===== config.mk =====
export PLATFORM = sky130hd
export DESIGN_NAME = j_jbus_seq
export DESIGN_NICKNAME = d
export VERILOG_FILES = /design/src/rtl/j_jbus_seq.sv
export SDC_FILE = /design/constraint.sdc
export NUM_CORES = 1
export LEC_CHECK = 0
export CORE_UTILIZATION = 41
export CTS_CLUSTER_DIAMETER = 50
export CTS_CLUSTER_SIZE = 24
export DETAILED_ROUTE_END_ITERATION = 10
export PLACE_DENSITY = 0.85
export REMOVE_ABC_BUFFERS = 1
export SYNTH_ARGS = -nofsm -noshare
export SYNTH_HDL_FRONTEND = slang
export SYNTH_SLANG_ARGS = --single-unit

===== constraint.sdc =====
create_clock -name sys_clk_i -period 1.5 [get_ports sys_clk_i]
set_clock_uncertainty 0.05 [all_clocks]
set_input_delay 0.15 -clock sys_clk_i [delete_from_list [all_inputs] [get_ports sys_clk_i]]
set_output_delay 0.15 -clock sys_clk_i [all_outputs]
set_load 0.02 [all_outputs]

===== src/rtl/j_jbus_seq.sv =====
// ----------------------------------------------------------------------------
// j_jbus_seq : Jerry external-bus cycle sequencer
//
// Takes one internal transfer request (byte / word / long, read or write) and
// runs it as one or two external bus phases. Two phases are used only for a
// long transfer on a 16-bit external bus. While a transfer runs, the block
// drives the steering controls of the downstream data/address path and then
// reports completion to the internal master.
//
// Parameters
//   TIMEOUT : cycles a phase may wait for ack before it is aborted
//   CW      : width of the timeout counter
//
// Optional feature (macro JBUS_SEQ_TIMEOUT_EN)
//   Defined   : each phase is aborted after TIMEOUT cycles without ack and
//               err_o pulses for one cycle.
//   Undefined : phases wait indefinitely and err_o is tied to 0.
//
// Ports
//   sys_clk_i      system clock, all state on the rising edge
//   reset_i        asynchronous active-high reset
//   req_i          transfer request, sampled only while idle
//   rw_i           1 = read (external -> internal), 0 = write
//   size_i         00 byte, 01 word, 10/11 long
//   a0_i           internal address bit 0 (byte lane)
//   dsp16_i        external bus is 16 bits wide
//   bigend_i       big-endian ordering of the two halves
//   ack_i          external cycle acknowledge, one cycle per phase
//   xreq_o         external cycle request, held until ack
//   seta1_o        force address bit 1 for the second half
//   ainen_o        1 = internal address passes through, 0 = latched address
//   masterdata_o   path drives the low half from latched data (writes)
//   dinlatch_o     read latch enables: [0] low half, [1] high half
//   dmuxu_o        read steering into the upper half / byte lane
//   dmuxd_o        write steering: [1] upper half, [0] high byte
//   busy_o         transfer in progress
//   done_o         one-cycle pulse on completion
//   err_o          one-cycle pulse on timeout abort
// ----------------------------------------------------------------------------
module j_jbus_seq #(
  parameter int unsigned TIMEOUT = 255,
  parameter int unsigned CW      = 8
) (
  input  logic       sys_clk_i,
  input  logic       reset_i,
  input  logic       req_i,
  input  logic       rw_i,
  input  logic [1:0] size_i,
  input  logic       a0_i,
  input  logic       dsp16_i,
  input  logic       bigend_i,
  input  logic       ack_i,
  output logic       xreq_o,
  output logic       seta1_o,
  output logic       ainen_o,
  output logic       masterdata_o,
  output logic [1:0] dinlatch_o,
  output logic [1:0] dmuxu_o,
  output logic [1:0] dmuxd_o,
  output logic       busy_o,
  output logic       done_o,
  output logic       err_o
);

  typedef enum logic [1:0] {
    IDLE = 2'd0,
    PH0  = 2'd1,
    PH1  = 2'd2,
    FIN  = 2'd3
  } state_e;

  localparam logic [CW-1:0] TIMEOUT_C = CW'(TIMEOUT);

  // Write-side lane steering for a phase. 'upper' says whether this phase
  // carries the upper internal half of a split long transfer.
  function automatic logic [1:0] wr_steer(input logic       rw,
                                          input logic [1:0] sz,
                                          input logic       a0,
                                          input logic       be,
                                          input logic       two,
                                          input logic       upper);
    logic [1:0] s;
    s = 2'b00;
    if (!rw) begin
      if (two)               s = upper ? 2'b10 : 2'b00;
      else if (sz == 2'b00)  s = {1'b0, a0 ^ be};
    end
    return s;
  endfunction

  state_e     state_q;

  // Transfer attributes captured at request time; later changes on the
  // inputs have no effect on a running transfer.
  logic       rw_q;
  logic [1:0] size_q;
  logic       a0_q;
  logic       dsp16_q;
  logic       bigend_q;

  // Registered outputs
  logic       xreq_q;
  logic       seta1_q;
  logic       ainen_q;
  logic       masterdata_q;
  logic [1:0] dmuxd_q;
  logic       busy_q;
  logic       done_q;

  logic       in_phase;
  logic       two_phase;
  logic       upper_now;
  logic       timeout_hit;

  assign in_phase  = (state_q == PH0) || (state_q == PH1);
  assign two_phase = size_q[1] & dsp16_q;
  // Big-endian puts the upper half first; little-endian puts it second.
  assign upper_now = two_phase & ((state_q == PH0) ? bigend_q : ~bigend_q);

`ifdef JBUS_SEQ_TIMEOUT_EN
  logic [CW-1:0] cnt_q;
  logic [CW-1:0] cnt_d;
  logic          err_q;

  assign cnt_d = cnt_q + 1'b1;
  // The count reaching TIMEOUT on this edge aborts the phase; an ack in the
  // same cycle takes priority and completes normally.
  assign timeout_hit = in_phase & ~ack_i & (cnt_d == TIMEOUT_C);

  // Cleared outside phases and on every ack, so each phase starts from zero.
  always_ff @(posedge sys_clk_i or posedge reset_i) begin
    if (reset_i) begin
      cnt_q <= '0;
      err_q <= 1'b0;
    end else begin
      err_q <= timeout_hit;
      if (!in_phase || ack_i || timeout_hit) cnt_q <= '0;
      else                                   cnt_q <= cnt_d;
    end
  end

  assign err_o = err_q;
`else
  logic unused_timeout;

  assign timeout_hit    = 1'b0;
  assign unused_timeout = ^TIMEOUT_C;
  assign err_o          = 1'b0;
`endif

  // Sequencer FSM with registered outputs.
  // NOTE: every register here uses non-blocking assignment so all state
  // updates see the pre-edge values, regardless of statement order.
  always_ff @(posedge sys_clk_i or posedge reset_i) begin
    if (reset_i) begin
      state_q      <= IDLE;
      rw_q         <= 1'b0;
      size_q       <= 2'b00;
      a0_q         <= 1'b0;
      dsp16_q      <= 1'b0;
      bigend_q     <= 1'b0;
      xreq_q       <= 1'b0;
      seta1_q      <= 1'b0;
      ainen_q      <= 1'b1;
      masterdata_q <= 1'b0;
      dmuxd_q      <= 2'b00;
      busy_q       <= 1'b0;
      done_q       <= 1'b0;
    end else begin
      done_q <= 1'b0;
      unique case (state_q)
        IDLE: begin
          if (req_i) begin
            state_q      <= PH0;
            rw_q         <= rw_i;
            size_q       <= size_i;
            a0_q         <= a0_i;
            dsp16_q      <= dsp16_i;
            bigend_q     <= bigend_i;
            busy_q       <= 1'b1;
            xreq_q       <= 1'b1;
            ainen_q      <= 1'b0;
            masterdata_q <= ~rw_i;
            seta1_q      <= 1'b0;
            dmuxd_q      <= wr_steer(rw_i, size_i, a0_i, bigend_i,
                                     size_i[1] & dsp16_i, bigend_i);
          end
        end

        PH0, PH1: begin
          if (ack_i) begin
            if ((state_q == PH0) && two_phase) begin
              // Second half: xreq stays up, address bit 1 forced.
              state_q <= PH1;
              seta1_q <= 1'b1;
              dmuxd_q <= wr_steer(rw_q, size_q, a0_q, bigend_q,
                                  1'b1, ~bigend_q);
            end else begin
              state_q      <= FIN;
              done_q       <= 1'b1;
              xreq_q       <= 1'b0;
              seta1_q      <= 1'b0;
              masterdata_q <= 1'b0;
              dmuxd_q      <= 2'b00;
            end
          end else if (timeout_hit) begin
            // Abort straight back to idle without a done pulse.
            state_q      <= IDLE;
            xreq_q       <= 1'b0;
            seta1_q      <= 1'b0;
            masterdata_q <= 1'b0;
            dmuxd_q      <= 2'b00;
            ainen_q      <= 1'b1;
            busy_q       <= 1'b0;
          end
        end

        FIN: begin
          // req is not looked at here; it is taken one cycle later in IDLE.
          state_q <= IDLE;
          busy_q  <= 1'b0;
          ainen_q <= 1'b1;
        end

        default: state_q <= IDLE;
      endcase
    end
  end

  // Read steering is valid only during the ack cycle of a read phase.
  // NOTE: both outputs get a default first so no path through this block
  // leaves them unassigned, which would otherwise infer a latch.
  always_comb begin
    dinlatch_o = 2'b00;
    dmuxu_o    = 2'b00;
    if (in_phase && ack_i && rw_q) begin
      if (two_phase) begin
        if (upper_now) begin
          dinlatch_o = 2'b10;
          dmuxu_o    = 2'b10;
        end else begin
          dinlatch_o = 2'b01;
        end
      end else if (size_q[1]) begin
        dinlatch_o = 2'b11;
      end else if (size_q == 2'b01) begin
        dinlatch_o = 2'b01;
      end else begin
        dinlatch_o = 2'b01;
        dmuxu_o    = {1'b0, a0_q ^ bigend_q};
      end
    end
  end

  assign xreq_o       = xreq_q;
  assign seta1_o      = seta1_q;
  assign ainen_o      = ainen_q;
  assign masterdata_o = masterdata_q;
  assign dmuxd_o      = dmuxd_q;
  assign busy_o       = busy_q;
  assign done_o       = done_q;

endmodule


Yosys cells after proc, flatten, opt, wreduce, memory -nomap -nowiden
Index checks and enable logic that the tools add are counted.

cells by class
  equality and inequality tests = 7
  multiplexer cells = 39
  bitwise logic cells = 8
  reductions and logical operators = 13

operator list
  kind                                            number
  two-way mux 2 bit                               17
  two-way mux 1 bit                               15
  case mux 1 bit (2 select lines)                 5
  inequality test 2 bit (second input constant)   3
  case mux 2 bit (3 select lines)                 1
  AND reduction 2 bit                             3
  == test 2 x 1 -> 1 bit (second input constant)  2
  == test 2 bit (second input constant)           2
  zero test 2 bit                                 2
  case mux 2 bit (2 select lines)                 1
  AND reduction 4 bit                             1
  AND 1 bit                                       3
  logical AND 1 bit                               3
  NOT 1 bit                                       3
  AND reduction 3 bit                             1
  nonzero test 2 bit                              1
  OR reduction 2 bit                              1
  XOR 1 bit                                       2
  logical OR 1 bit                                1

storage, ports and cells
  register bits after elaboration = 16
  bits of input ports = 10
  output and inout port bits = 13
  logic and storage cells = 80

Depth between registers and ports, before layout
Gate-level depths: netlist of the first run.

  word-level depth = 6
  mapped depth = 6

Worst setup path after synthesis of the first run
OpenSTA, ideal clock, no wires.

  path type = reg2out
  start point = register state_q[0]
  end point = output port dmuxu_o[0]
  arrival time = 1.650 ns
  required time = 1.300 ns
  setup slack = -0.350 ns
  stages on the path, launching flop included = 6
  path buffers = 1
  path through = dfrtp_1 inv_1 ha_1 buf_6 nand3_1 nor4_1

between the ends
  word-level cells in the longest chain between the ends = 5

ends and longest elaborated chain
  item                                                     line  text
  from (decl)                                              91    state_e state_q;
  from (signal assigned)                                   156   state_q <= IDLE;
  from (signal assigned)                                   174   state_q <= PH0;
  from (signal assigned)                                   194   state_q <= PH1;
  == test 2 x 1 -> 1 bit or == test 2 bit (tied branches)  115   assign in_phase = (state_q == PH0) || (state_q == PH1);
  logical OR 1 bit *                                       115
  logical AND 1 bit * (2 in series)                        236   if (in_phase && ack_i && rw_q) begin
  two-way mux 2 bit *                                      236
  to (decl)                                                58    output logic [1:0] dmuxu_o,

Every way passes the cells marked *; elsewhere a longest branch is shown, timed or not.

Worst setup path after layout of the first run
  start point = register state_q[1]
  end point = output port dmuxu_o[1]

between the ends
  word-level cells in the longest chain between the ends = 6

ends and longest elaborated chain
  item                    line      text
  == test 2 x 1 -> 1 bit  115, 118
  two-way mux 1 bit       118       assign upper_now = two_phase & ((state_q == PH0) ? bigend_q : ~bigend_q);
  AND 1 bit               118
  two-way mux 2 bit       238       if (upper_now) begin
  two-way mux 2 bit       237       if (two_phase) begin
  two-way mux 2 bit *     236

Marks and branches as above.

==> impl_metrics.xml, run 1 <==
<?xml version="1.0" encoding="UTF-8"?>
<metrics>
  <group name="finish">
    <metric name="drive_above_1_share" unit="%">57.26</metric>
    <metric name="area.growth.synth_to_final" unit="%">85.30</metric>
    <metric name="stdcell_count" unit="">149</metric>
    <metric name="num-nets-final" unit="">138</metric>
    <metric name="final_antenna_diode_count" unit="">0</metric>
    <metric name="layout_common_cells" unit="">21 x sky130_fd_sc_hd__buf_4, 15 x sky130_fd_sc_hd__dfrtp_1, 11 x sky130_fd_sc_hd__clkdlybuf4s50_1, 11 x sky130_fd_sc_hd__buf_6, 6 x sky130_fd_sc_hd__mux2_2</metric>
    <metric name="layout.cells.most_common" unit="">sky130_fd_sc_hd__buf_4</metric>
  </group>
  <group name="die">
    <metric name="dieArea" unit="µm²">2198</metric>
    <metric name="starting_density_of_the_core" unit="%">45.83</metric>
    <metric name="coreArea" unit="µm²">1802</metric>
    <metric name="num_io_pins" unit="">23</metric>
    <metric name="row_count" unit="">15</metric>
    <metric name="die_x" unit="µm">46.88</metric>
    <metric name="floorplan_die_height" unit="µm">46.88</metric>
  </group>
  <group name="cts">
    <metric name="cts_tree" unit="">done</metric>
    <metric name="clock_latency_on_the_worst_skew_pair" unit="ns">0.29</metric>
    <metric name="cts_made_buffers" unit="">3</metric>
    <metric name="cts.root.buffer_cell" unit="">sky130_fd_sc_hd__clkbuf_4</metric>
    <metric name="worst_setup_hold_path_clk_slew" unit="ns">0.10</metric>
    <metric name="cts_hold_buf" unit="">0</metric>
    <metric name="clock-sinks" unit="">16</metric>
    <metric name="cts_max_level" unit="">1</metric>
    <metric name="cts-root-to-sink-buffers" unit="">2</metric>
  </group>
  <group name="yosys">
    <metric name="synth.lib_cells_used.distinct" unit="">33</metric>
    <metric name="synth_area_in_xor_xnor" unit="%">3.182</metric>
    <metric name="netlist_area_before_placement" unit="µm²">825.8</metric>
    <metric name="async_flop_share" unit="%">100.0</metric>
    <metric name="portion_of_the_post_synthesis_area_used_by_sequential_elements" unit="%">48.64</metric>
    <metric name="simple_gate_fraction_of_synth_area" unit="%">14.70</metric>
    <metric name="ys_dominant_reg_cell" unit="">sky130_fd_sc_hd__dfrtp_1</metric>
    <metric name="yosys.area_share.adder" unit="%">4.545</metric>
    <metric name="synth_warnings" unit="">0</metric>
    <metric name="yosys-mux-area-fraction" unit="%">13.48</metric>
    <metric name="syn-mean-instance-area" unit="µm²">11.47</metric>
    <metric name="post_synthesis_instance_total" unit="">72</metric>
    <metric name="synth_top_family_by_area" unit="">simple AND/OR/NAND/NOR gates</metric>
    <metric name="ys_ff_latch" unit="">16</metric>
    <metric name="synth_compound_area_share" unit="%">10.91</metric>
    <metric name="synth-edff-count" unit="">0</metric>
  </group>
  <group name="pwr">
    <metric name="cellPowerDensity" unit="nW/µm²">2323</metric>
    <metric name="power.leakage" unit="µW">0.0007425</metric>
    <metric name="irDropWorstVdd" unit="µV">1669</metric>
  </group>
  <group name="sta">
    <metric name="fmax" unit="GHz">0.5526</metric>
    <metric name="fin_crit" unit="ns">1.809</metric>
    <metric name="setup_repair_after_global_routing_missed_its_margin" unit="">yes</metric>
    <metric name="fin_ws" unit="ns">-0.3095</metric>
    <metric name="slew_viol_final" unit="">0</metric>
    <metric name="holdWs" unit="ns">0.04000</metric>
    <metric name="finalHoldViolations" unit="">0</metric>
    <metric name="final_worst_path_period_share" unit="%">120.6</metric>
    <metric name="finalSetupViolCount" unit="">14</metric>
  </group>
  <group name="critical_path">
    <metric name="path_cells" unit="">inv_2, buf_6, ha_4, xor2_4, nor3_2, buf_4</metric>
    <metric name="critical-path-slowest-cell" unit="">sky130_fd_sc_hd__dfrtp_1</metric>
    <metric name="critical_path_peak_fanout" unit="">3</metric>
    <metric name="critPathMaxStageDelay" unit="ns">0.37</metric>
    <metric name="critical_path.endpoint_type" unit="">output port</metric>
    <metric name="arrival" unit="ns">1.61</metric>
    <metric name="reg2reg_setup_slack" unit="ns">-0.26</metric>
    <metric name="cp-start-kind" unit="">flip-flop</metric>
    <metric name="type_of_the_worst_setup_path" unit="">reg -&gt; out</metric>
    <metric name="worst_ep_required_time" unit="ns">1.30</metric>
    <metric name="worst-path-buf-inv" unit="">3</metric>
    <metric name="critical-path-top-delay-family" unit="">flip-flops</metric>
  </group>
  <group name="flow_run">
    <metric name="maxCapViolCount" unit="">0</metric>
  </group>
  <group name="global_routing">
    <metric name="global_route_wire_length_before_repair" unit="mm">4.133</metric>
    <metric name="via_count_of_the_first_global_routing_pass" unit="">790</metric>
    <metric name="grt_max_degree" unit="">12</metric>
    <metric name="antenna_violations_before_repair" unit="">0</metric>
    <metric name="grt_usage" unit="%">29.45</metric>
    <metric name="global_route.overflow_total" unit="">0</metric>
  </group>
  <group name="placement">
    <metric name="placement.io_buffers" unit="">21</metric>
    <metric name="gp_routability_congestion" unit="">0.8554</metric>
    <metric name="dpl.hpwl" unit="mm">1.507</metric>
    <metric name="dpl.cell_count" unit="">137</metric>
  </group>
  <group name="routing">
    <metric name="ant_nets" unit="">0</metric>
    <metric name="routed_wire_length_per_instance" unit="µm">24.28</metric>
    <metric name="drt_iter0_drc" unit="">22</metric>
    <metric name="via_count" unit="">845</metric>
    <metric name="via_per_inst" unit="">5.671</metric>
    <metric name="detail_route.first_pass.iterations" unit="">4</metric>
    <metric name="post-route-drc-count" unit="">0</metric>
    <metric name="postRouteWirelength" unit="mm">3.617</metric>
  </group>
  <group name="status">
    <metric name="violations_in_the_final_reports" unit="">setup timing</metric>
    <metric name="outcome" unit="">finished with violations</metric>
  </group>
  <group name="hold_path">
    <metric name="hold_path.class" unit="">in -&gt; async</metric>
  </group>
</metrics>
## kinds of logic (layout without fill, tap and decap cells)
kind of cell	after synthesis	count (layout)
AO/OA/AOI/OAI	12	12
XOR/XNOR	3	3
adder cells (fa/ha/maj)	3	3
buffers and inverters	6	58
flip-flops	16	16
multiplexers	10	10
other	1	1
AND/OR/NAND/NOR	21	21
## routing by layer
metal  vias to the layer above  share of wire (%)  routed length (µm)  global-route usage (%)
li1                        358                  -                   -                       -
met1                       421                 39                1415                   37.23
met2                        54                 51                1841                   46.11
met3                        12                5.9                 213                   7.308
met4                         0                4.1                 147                   16.57
met5                         -                  0                   0                       0
## report_power, final
group          internal, µW  total, µW  switching (µW)
registers               629        841             212
logic                  1310       2470            1160
clock network           104        243             140
## worst paths after layout
path / start / to / depth (start not counted)
worst max-delay path: state_q[1] / dmuxu_o[1] / 6
worst min-delay path: reset_i / busy_o / 2
worst max register to register: state_q[0] / dmuxd_o[0] / 7
worst min register to register: masterdata_o / masterdata_o / 1
max in group asynchronous: reset_i / a0_q / 3
min in group sys_clk_i: masterdata_o / masterdata_o / 1
## cell usage after synthesis (2+ instances only)
master                      instances  share of area, %
sky130_fd_sc_hd__nor2_1             6               2.7
sky130_fd_sc_hd__ha_1               3               4.5
sky130_fd_sc_hd__a21oi_1            2               1.2
sky130_fd_sc_hd__nand3_1            2               1.2
sky130_fd_sc_hd__dfrtp_1           15                45
sky130_fd_sc_hd__mux2_2             9                12
sky130_fd_sc_hd__xnor2_1            2               2.1
sky130_fd_sc_hd__o2bb2ai_1          2               2.1
sky130_fd_sc_hd__nand2b_1           2               1.5
sky130_fd_sc_hd__nand2_1            3               1.4
sky130_fd_sc_hd__inv_1              4               1.8
## final cells by class
cell class / count / area (µm²)
Multi-Input combinational cell: 50 / 578.1
Timing Repair Buffer: 50 / 478.0
Sequential cell: 16 / 401.6
Fill cell: 78 / 271.5
Tap cell: 25 / 31.28
Clock buffer: 4 / 26.28
Inverter: 4 / 15.01
## timing repair
item,CTS,global route
buffers inserted,8,1
resized for setup,51,26
pin swaps,11,7
setup endpoints to repair,18,19
## metrics by stage
stage	area, µm²	power, µW	setup TNS, ns	util, %	setup slack, ns
after global placement	1206	2123	-2.707	66.94	-0.3532
after global routing	1530	3654	-3.205	84.93	-0.3408
after floorplan	807.0	1480	-1.464	-	-0.3968
final	1530	3555	-2.773	84.93	-0.3095
after detailed placement	1206	2167	-3.277	66.94	-0.4052
after CTS	1416	2997	-1.827	78.61	-0.2307
No activity file was read; power rests on OpenSTA's default activity.
==> run 2: changes to the inputs <==
Settings changed: ABC_AREA set to 1, CORE_UTILIZATION 41 to 42, MAX_ROUTING_LAYER set to met4.
==> impl_metrics.xml, run 2 <==
<?xml version="1.0" encoding="UTF-8"?>
<metrics>
  <group name="cts">
    <metric name="cts-root-to-sink-buffers" unit="">2</metric>
    <metric name="worst_setup_hold_path_clk_slew" unit="ns">0.10</metric>
    <metric name="cts.root.buffer_cell" unit="">sky130_fd_sc_hd__clkbuf_4</metric>
    <metric name="cts_max_level" unit="">1</metric>
    <metric name="cts_made_buffers" unit="">3</metric>
    <metric name="clock_latency_on_the_worst_skew_pair" unit="ns">0.30</metric>
    <metric name="clock-sinks" unit="">16</metric>
    <metric name="cts_tree" unit="">done</metric>
    <metric name="cts_hold_buf" unit="">0</metric>
  </group>
  <group name="critical_path">
    <metric name="path_cells" unit="">buf_6, ha_4, xnor2_4, nor3b_4, buf_6</metric>
    <metric name="critical-path-top-delay-family" unit="">flip-flops</metric>
    <metric name="r2r_cells" unit="">8</metric>
    <metric name="worst-path-buf-inv" unit="">2</metric>
    <metric name="critical-path-slowest-cell" unit="">sky130_fd_sc_hd__dfrtp_1</metric>
    <metric name="critical_path_peak_fanout" unit="">3</metric>
    <metric name="type_of_the_worst_setup_path" unit="">reg -&gt; out</metric>
    <metric name="arrival" unit="ns">1.52</metric>
    <metric name="path_depth" unit="">5</metric>
    <metric name="worst_ep_required_time" unit="ns">1.30</metric>
    <metric name="reg2reg_setup_slack" unit="ns">0.02</metric>
    <metric name="cp-start-kind" unit="">flip-flop</metric>
    <metric name="critPathMaxStageDelay" unit="ns">0.40</metric>
    <metric name="critical_path.endpoint_type" unit="">output port</metric>
    <metric name="crit_top_cell" unit="">sky130_fd_sc_hd__buf_6</metric>
  </group>
  <group name="yosys">
    <metric name="ys_ff_latch" unit="">16</metric>
    <metric name="syn-mean-instance-area" unit="µm²">7.961</metric>
    <metric name="synth_common_cells" unit="">34 x sky130_fd_sc_hd__nand2_1, 15 x sky130_fd_sc_hd__dfrtp_1, 14 x sky130_fd_sc_hd__inv_1, 11 x sky130_fd_sc_hd__o21ai_1, 8 x sky130_fd_sc_hd__nor2_1</metric>
    <metric name="ys_dominant_reg_cell" unit="">sky130_fd_sc_hd__dfrtp_1</metric>
    <metric name="post_synthesis_instance_total" unit="">113</metric>
    <metric name="synthDominantAreaCellType" unit="">sky130_fd_sc_hd__dfrtp_1</metric>
    <metric name="yosysTopAreaCellShare" unit="%">41.72</metric>
    <metric name="netlist_area_before_placement" unit="µm²">899.6</metric>
    <metric name="async_flop_share" unit="%">100.0</metric>
    <metric name="synth.top_cells.by_area" unit="">sky130_fd_sc_hd__dfrtp_1 42%, sky130_fd_sc_hd__nand2_1 14%, sky130_fd_sc_hd__o21ai_1 6.1%</metric>
    <metric name="synth.lib_cells_used.distinct" unit="">23</metric>
    <metric name="synth-edff-count" unit="">0</metric>
    <metric name="portion_of_the_post_synthesis_area_used_by_sequential_elements" unit="%">44.65</metric>
    <metric name="synth_warnings" unit="">0</metric>
    <metric name="yosysMostFrequentCell" unit="">sky130_fd_sc_hd__nand2_1</metric>
  </group>
  <group name="pwr">
    <metric name="power.share.sequential" unit="%">27.2</metric>
    <metric name="irDropWorstVdd" unit="µV">1120</metric>
    <metric name="cellPowerDensity" unit="nW/µm²">2148</metric>
    <metric name="internal_power" unit="µW">1564</metric>
    <metric name="comb_power_share" unit="%">64.2</metric>
    <metric name="power.leakage" unit="µW">0.0006938</metric>
    <metric name="share_clk_of_total_power" unit="%">8.7</metric>
    <metric name="switching_power" unit="µW">1255</metric>
    <metric name="swShare" unit="%">44.53</metric>
  </group>
  <group name="hold_path">
    <metric name="hold_path.class" unit="">in -&gt; async</metric>
  </group>
  <group name="finish">
    <metric name="stdcell_count" unit="">174</metric>
    <metric name="drive_above_1_share" unit="%">27.21</metric>
    <metric name="layout_common_cells" unit="">34 x sky130_fd_sc_hd__nand2_1, 15 x sky130_fd_sc_hd__dfrtp_1, 15 x sky130_fd_sc_hd__clkdlybuf4s50_1, 13 x sky130_fd_sc_hd__inv_1</metric>
    <metric name="final_area" unit="µm²">1313</metric>
    <metric name="final_antenna_diode_count" unit="">0</metric>
    <metric name="layout.cells.most_common" unit="">sky130_fd_sc_hd__nand2_1</metric>
    <metric name="num-nets-final" unit="">161</metric>
    <metric name="area.growth.synth_to_final" unit="%">45.90</metric>
    <metric name="layout.filler_cells" unit="">158</metric>
  </group>
  <group name="sta">
    <metric name="setup_repair_after_global_routing_missed_its_margin" unit="">yes</metric>
    <metric name="slew_viol_final" unit="">0</metric>
    <metric name="finalSetupViolCount" unit="">4</metric>
    <metric name="holdWs" unit="ns">0.1067</metric>
    <metric name="fin_ws" unit="ns">-0.2230</metric>
    <metric name="finalHoldViolations" unit="">0</metric>
    <metric name="fmax" unit="GHz">0.5804</metric>
    <metric name="final_worst_path_period_share" unit="%">114.9</metric>
    <metric name="fin_crit" unit="ns">1.723</metric>
  </group>
  <group name="global_routing">
    <metric name="grt_usage" unit="%">20.53</metric>
    <metric name="antenna_violations_before_repair" unit="">0</metric>
    <metric name="grt_max_degree" unit="">17</metric>
    <metric name="via_count_of_the_first_global_routing_pass" unit="">753</metric>
    <metric name="global_route_wire_length_before_repair" unit="mm">3.056</metric>
    <metric name="global_route.overflow_total" unit="">0</metric>
  </group>
  <group name="die">
    <metric name="row_count" unit="">16</metric>
    <metric name="die_x" unit="µm">48.28</metric>
    <metric name="dieArea" unit="µm²">2331</metric>
    <metric name="floorplan_die_height" unit="µm">48.28</metric>
    <metric name="coreArea" unit="µm²">1982</metric>
    <metric name="starting_density_of_the_core" unit="%">45.39</metric>
    <metric name="num_io_pins" unit="">23</metric>
  </group>
  <group name="routing">
    <metric name="ant_nets" unit="">0</metric>
    <metric name="detail_route.first_pass.iterations" unit="">4</metric>
    <metric name="via_count" unit="">840</metric>
    <metric name="post-route-drc-count" unit="">0</metric>
    <metric name="routed_wire_length_per_instance" unit="µm">11.45</metric>
    <metric name="drt_iter0_drc" unit="">39</metric>
    <metric name="via_per_inst" unit="">4.828</metric>
    <metric name="postRouteWirelength" unit="mm">1.992</metric>
  </group>
  <group name="status">
    <metric name="outcome" unit="">finished with violations</metric>
    <metric name="violations_in_the_final_reports" unit="">setup timing</metric>
  </group>
  <group name="placement">
    <metric name="dpl.hpwl" unit="mm">1.407</metric>
    <metric name="gp_routability_congestion" unit="">0.8732</metric>
    <metric name="placement.io_buffers" unit="">21</metric>
    <metric name="dpl.cell_count" unit="">167</metric>
    <metric name="dpl-instance-area" unit="µm²">1185</metric>
  </group>
  <group name="flow_run">
    <metric name="maxCapViolCount" unit="">0</metric>
  </group>
</metrics>
## run 2: routing by layer
| metal | vias to the layer above | global-route usage [%] | wire length (µm) |
|---|---|---|---|
| met5 | - | - | 0 |
| met4 | 0 | 15.00 | 48 |
| met3 | 4 | 1.111 | 116 |
| met2 | 36 | 32.53 | 991 |
| met1 | 383 | 24.59 | 836 |
| li1 | 417 | - | - |
## run 2: what timing repair did
action	4_1_cts	5_1_grt
resized for setup	33	7
setup endpoints to repair	7	9
pin swaps	4	2
setup buffers	4	0
## run 2: metrics by stage
step | TNS, ns | utilization, % | setup WS, ns | total power, µW
6_report | -0.7159 | 66.22 | -0.2230 | 2819
5_1_grt | -1.113 | 66.22 | -0.2819 | 3013
4_1_cts | -0.6547 | 64.58 | -0.2290 | 2686
3_5_place_dp | -1.595 | 59.79 | -0.4432 | 2210
3_3_place_gp | -1.254 | 59.79 | -0.3538 | 2166
2_1_floorplan | -0.4890 | - | -0.2200 | 1695
## run 2: path summary, 6_finish.rpt
| check | from | endpoint |
|---|---|---|
| max in group asynchronous | reset_i | ainen_o |
| min reg2reg | ainen_o | ainen_o |
| min | reset_i | a0_q |
| max | state_q[0] | dmuxu_o[1] |
| min in group sys_clk_i | size_i[0] | size_q[0] |
| max reg2reg | state_q[1] | masterdata_o |
## run 2: power groups by stage
stage          logic (µW)  registers (µW)  clock network [µW]
6_report             1810             766                 244
5_1_grt              1970             788                 260
4_1_cts              1680             759                 250
3_5_place_dp         1450             756                   0
3_3_place_gp         1420             749                   0
2_1_floorplan         850             845                   0
## run 2: tightest hold or removal path, cell delays in order
cell                              delay [ns]
sky130_fd_sc_hd__clkdlybuf4s50_1        0.40
sky130_fd_sc_hd__inv_1                  0.05
sky130_fd_sc_hd__buf_4                  0.23
## run 2: final cells by class
class,count,area (µm²),area share [%]
Multi-Input combinational cell,76,471.7,35.94
Tap cell,27,33.78,2.574
Sequential cell,16,401.6,30.60
Clock buffer,4,26.28,2.002
Inverter,19,78.83,6.006
Timing Repair Buffer,32,300.3,22.88
## run 2: cells by family (layout without fill, tap and decap cells)
family,count (synthesis),in the layout,share of synthesized area (%)
adders and majority gates,3,3,4.173
and+or+nand+nor,57,57,30.88
DFF,16,16,44.65
xor gates and xnor gates,2,2,1.948
AOI/OAI and AO/OA,13,13,7.371
other,1,1,0.4168
buffers and inverters,21,55,10.57
==> run 3: changes to the inputs <==
Settings changed: CORE_UTILIZATION 42 to 25, PLACE_DENSITY 0.85 to 0.6.
==> impl_metrics.xml, run 3 (synthesized netlist as in run 2, its figures left out) <==
<?xml version="1.0" encoding="UTF-8"?>
<metrics>
  <group name="sta">
    <metric name="holdWs" unit="ns">0.1305</metric>
    <metric name="finalSetupViolCount" unit="">6</metric>
    <metric name="final_worst_path_period_share" unit="%">111.6</metric>
    <metric name="fmax" unit="GHz">0.5976</metric>
    <metric name="fin_crit" unit="ns">1.673</metric>
    <metric name="finalHoldViolations" unit="">0</metric>
    <metric name="slew_viol_final" unit="">0</metric>
    <metric name="setup_tns" unit="ns">-0.7204</metric>
    <metric name="fin_ws" unit="ns">-0.1733</metric>
    <metric name="setup_repair_after_global_routing_missed_its_margin" unit="">yes</metric>
  </group>
  <group name="cts">
    <metric name="clock-sinks" unit="">16</metric>
    <metric name="cts-root-to-sink-buffers" unit="">2</metric>
    <metric name="cts_max_level" unit="">1</metric>
    <metric name="cts_made_buffers" unit="">3</metric>
    <metric name="cts_hold_buf" unit="">0</metric>
    <metric name="clock_latency_on_the_worst_skew_pair" unit="ns">0.28</metric>
    <metric name="cts.root.buffer_cell" unit="">sky130_fd_sc_hd__clkbuf_4</metric>
    <metric name="worst_setup_hold_path_clk_slew" unit="ns">0.09</metric>
    <metric name="cts_tree" unit="">done</metric>
  </group>
  <group name="hold_path">
    <metric name="hold_path.class" unit="">in -&gt; async</metric>
  </group>
  <group name="routing">
    <metric name="ant_nets" unit="">0</metric>
    <metric name="postRouteWirelength" unit="mm">1.935</metric>
    <metric name="post-route-drc-count" unit="">0</metric>
    <metric name="via_count" unit="">777</metric>
    <metric name="detail_route.first_pass.iterations" unit="">4</metric>
    <metric name="highest_layer" unit="">met4</metric>
    <metric name="detailroute.wirelength.met2" unit="µm">946</metric>
    <metric name="via_per_inst" unit="">4.047</metric>
    <metric name="drt_iter0_drc" unit="">18</metric>
    <metric name="wl_met3" unit="µm">76</metric>
    <metric name="routed_wire_length_per_instance" unit="µm">10.08</metric>
    <metric name="met1Wirelength" unit="µm">892</metric>
  </group>
  <group name="critical_path">
    <metric name="type_of_the_worst_setup_path" unit="">reg -&gt; out</metric>
    <metric name="r2r_cells" unit="">8</metric>
    <metric name="critPathMaxStageDelay" unit="ns">0.43</metric>
    <metric name="critical-path-slowest-cell" unit="">sky130_fd_sc_hd__dfrtp_2</metric>
    <metric name="worst_ep_required_time" unit="ns">1.30</metric>
    <metric name="critical_path.endpoint_type" unit="">output port</metric>
    <metric name="path_cells" unit="">inv_2, ha_4, nand3_4, a31oi_1, buf_4</metric>
    <metric name="critical_path_peak_fanout" unit="">4</metric>
    <metric name="arrival" unit="ns">1.47</metric>
    <metric name="cp-start-kind" unit="">flip-flop</metric>
  </group>
  <group name="finish">
    <metric name="final_antenna_diode_count" unit="">0</metric>
    <metric name="layout.cells.most_common" unit="">sky130_fd_sc_hd__nand2_1</metric>
    <metric name="stdcell_count" unit="">192</metric>
    <metric name="area.growth.synth_to_final" unit="%">43.39</metric>
    <metric name="drive_above_1_share" unit="%">27.40</metric>
    <metric name="layout_common_cells" unit="">34 x sky130_fd_sc_hd__nand2_1, 14 x sky130_fd_sc_hd__dfrtp_1, 14 x sky130_fd_sc_hd__clkdlybuf4s50_1, 12 x sky130_fd_sc_hd__inv_1, 12 x sky130_fd_sc_hd__buf_4</metric>
    <metric name="num-nets-final" unit="">160</metric>
  </group>
  <group name="placement">
    <metric name="dp_worst_setup_slack" unit="ns">-0.4696</metric>
    <metric name="gp_routability_congestion" unit="">0.7856</metric>
    <metric name="placement.io_buffers" unit="">21</metric>
    <metric name="dpl.cell_count" unit="">188</metric>
    <metric name="dpl.hpwl" unit="mm">1.592</metric>
  </group>
  <group name="status">
    <metric name="outcome" unit="">finished with violations</metric>
    <metric name="violations_in_the_final_reports" unit="">setup timing</metric>
  </group>
  <group name="die">
    <metric name="die_x" unit="µm">61.99</metric>
    <metric name="row_count" unit="">21</metric>
    <metric name="dieArea" unit="µm²">3842</metric>
    <metric name="num_io_pins" unit="">23</metric>
    <metric name="starting_density_of_the_core" unit="%">26.54</metric>
    <metric name="floorplan_die_height" unit="µm">61.99</metric>
    <metric name="coreArea" unit="µm²">3390</metric>
  </group>
  <group name="flow_run">
    <metric name="maxCapViolCount" unit="">0</metric>
  </group>
  <group name="pwr">
    <metric name="irDropWorstVdd" unit="µV">409.5</metric>
    <metric name="power.leakage" unit="µW">0.0006851</metric>
    <metric name="cellPowerDensity" unit="nW/µm²">2026</metric>
    <metric name="totalPowerFinal" unit="µW">2613</metric>
  </group>
  <group name="global_routing">
    <metric name="grt_usage" unit="%">11.95</metric>
    <metric name="global_route_wire_length_before_repair" unit="mm">3.236</metric>
    <metric name="grt_max_degree" unit="">17</metric>
    <metric name="via_count_of_the_first_global_routing_pass" unit="">740</metric>
    <metric name="antenna_violations_before_repair" unit="">0</metric>
    <metric name="global_route.overflow_total" unit="">0</metric>
  </group>
</metrics>
run 3: worst paths after layout:
path	from	end	slack, ns
setup reg to reg	state_q[0]	xreq_o	-0.03
setup / recovery	state_q[0]	dinlatch_o[0]	-0.17
max in group asynchronous	reset_i	ainen_o	1.02
min in group sys_clk_i	dsp16_i	dsp16_q	0.40
hold reg to reg	ainen_o	ainen_o	0.42
hold / removal	reset_i	masterdata_o	0.13
run 3: report_power, final:
group	switching (µW)	internal [µW]
combinational	891	711
clock	132	103
sequential	150	627
total	1170	1440
run 3: area by class of cell:
| class | count | area (µm²) |
|---|---|---|
| sequential | 16 | 402.9 |
| inverter | 19 | 76.32 |
| timing repair buffer | 31 | 280.3 |
| fill | 346 | 2100 |
| clock buffer | 4 | 26.28 |
| multi-input combinational | 76 | 446.7 |
| tap | 46 | 57.56 |
run 3: critical path: cells and delay by family, from the launching register on:
family | cells | cell delay [ns]
buf+inv | 2 | 0.23
fa+ha+maj | 1 | 0.28
compound gates | 1 | 0.18
flops | 1 | 0.43
simple gates | 1 | 0.08
run 3: metrics by stage:
step / utilization, % / instance area [µm²]
after floorplan: - / 880.8
final: 38.06 / 1290
after CTS: 37.80 / 1281
after global routing: 38.06 / 1290
after detailed placement: 36.10 / 1224
after global placement: 36.10 / 1224
run 3: timing repair:
item,CTS,global route
gates resized for setup,31,3
setup buffers,0,1
hold endpoints to repair,0,0
pin swaps,2,3
endpoints found under the setup margin,10,10
run 3: per-layer routing:
layer,track usage [%],vias up
met5,-,-
met1,15.65,341
li1,-,414
met4,4.762,0
met3,1.863,2
met2,18.39,20
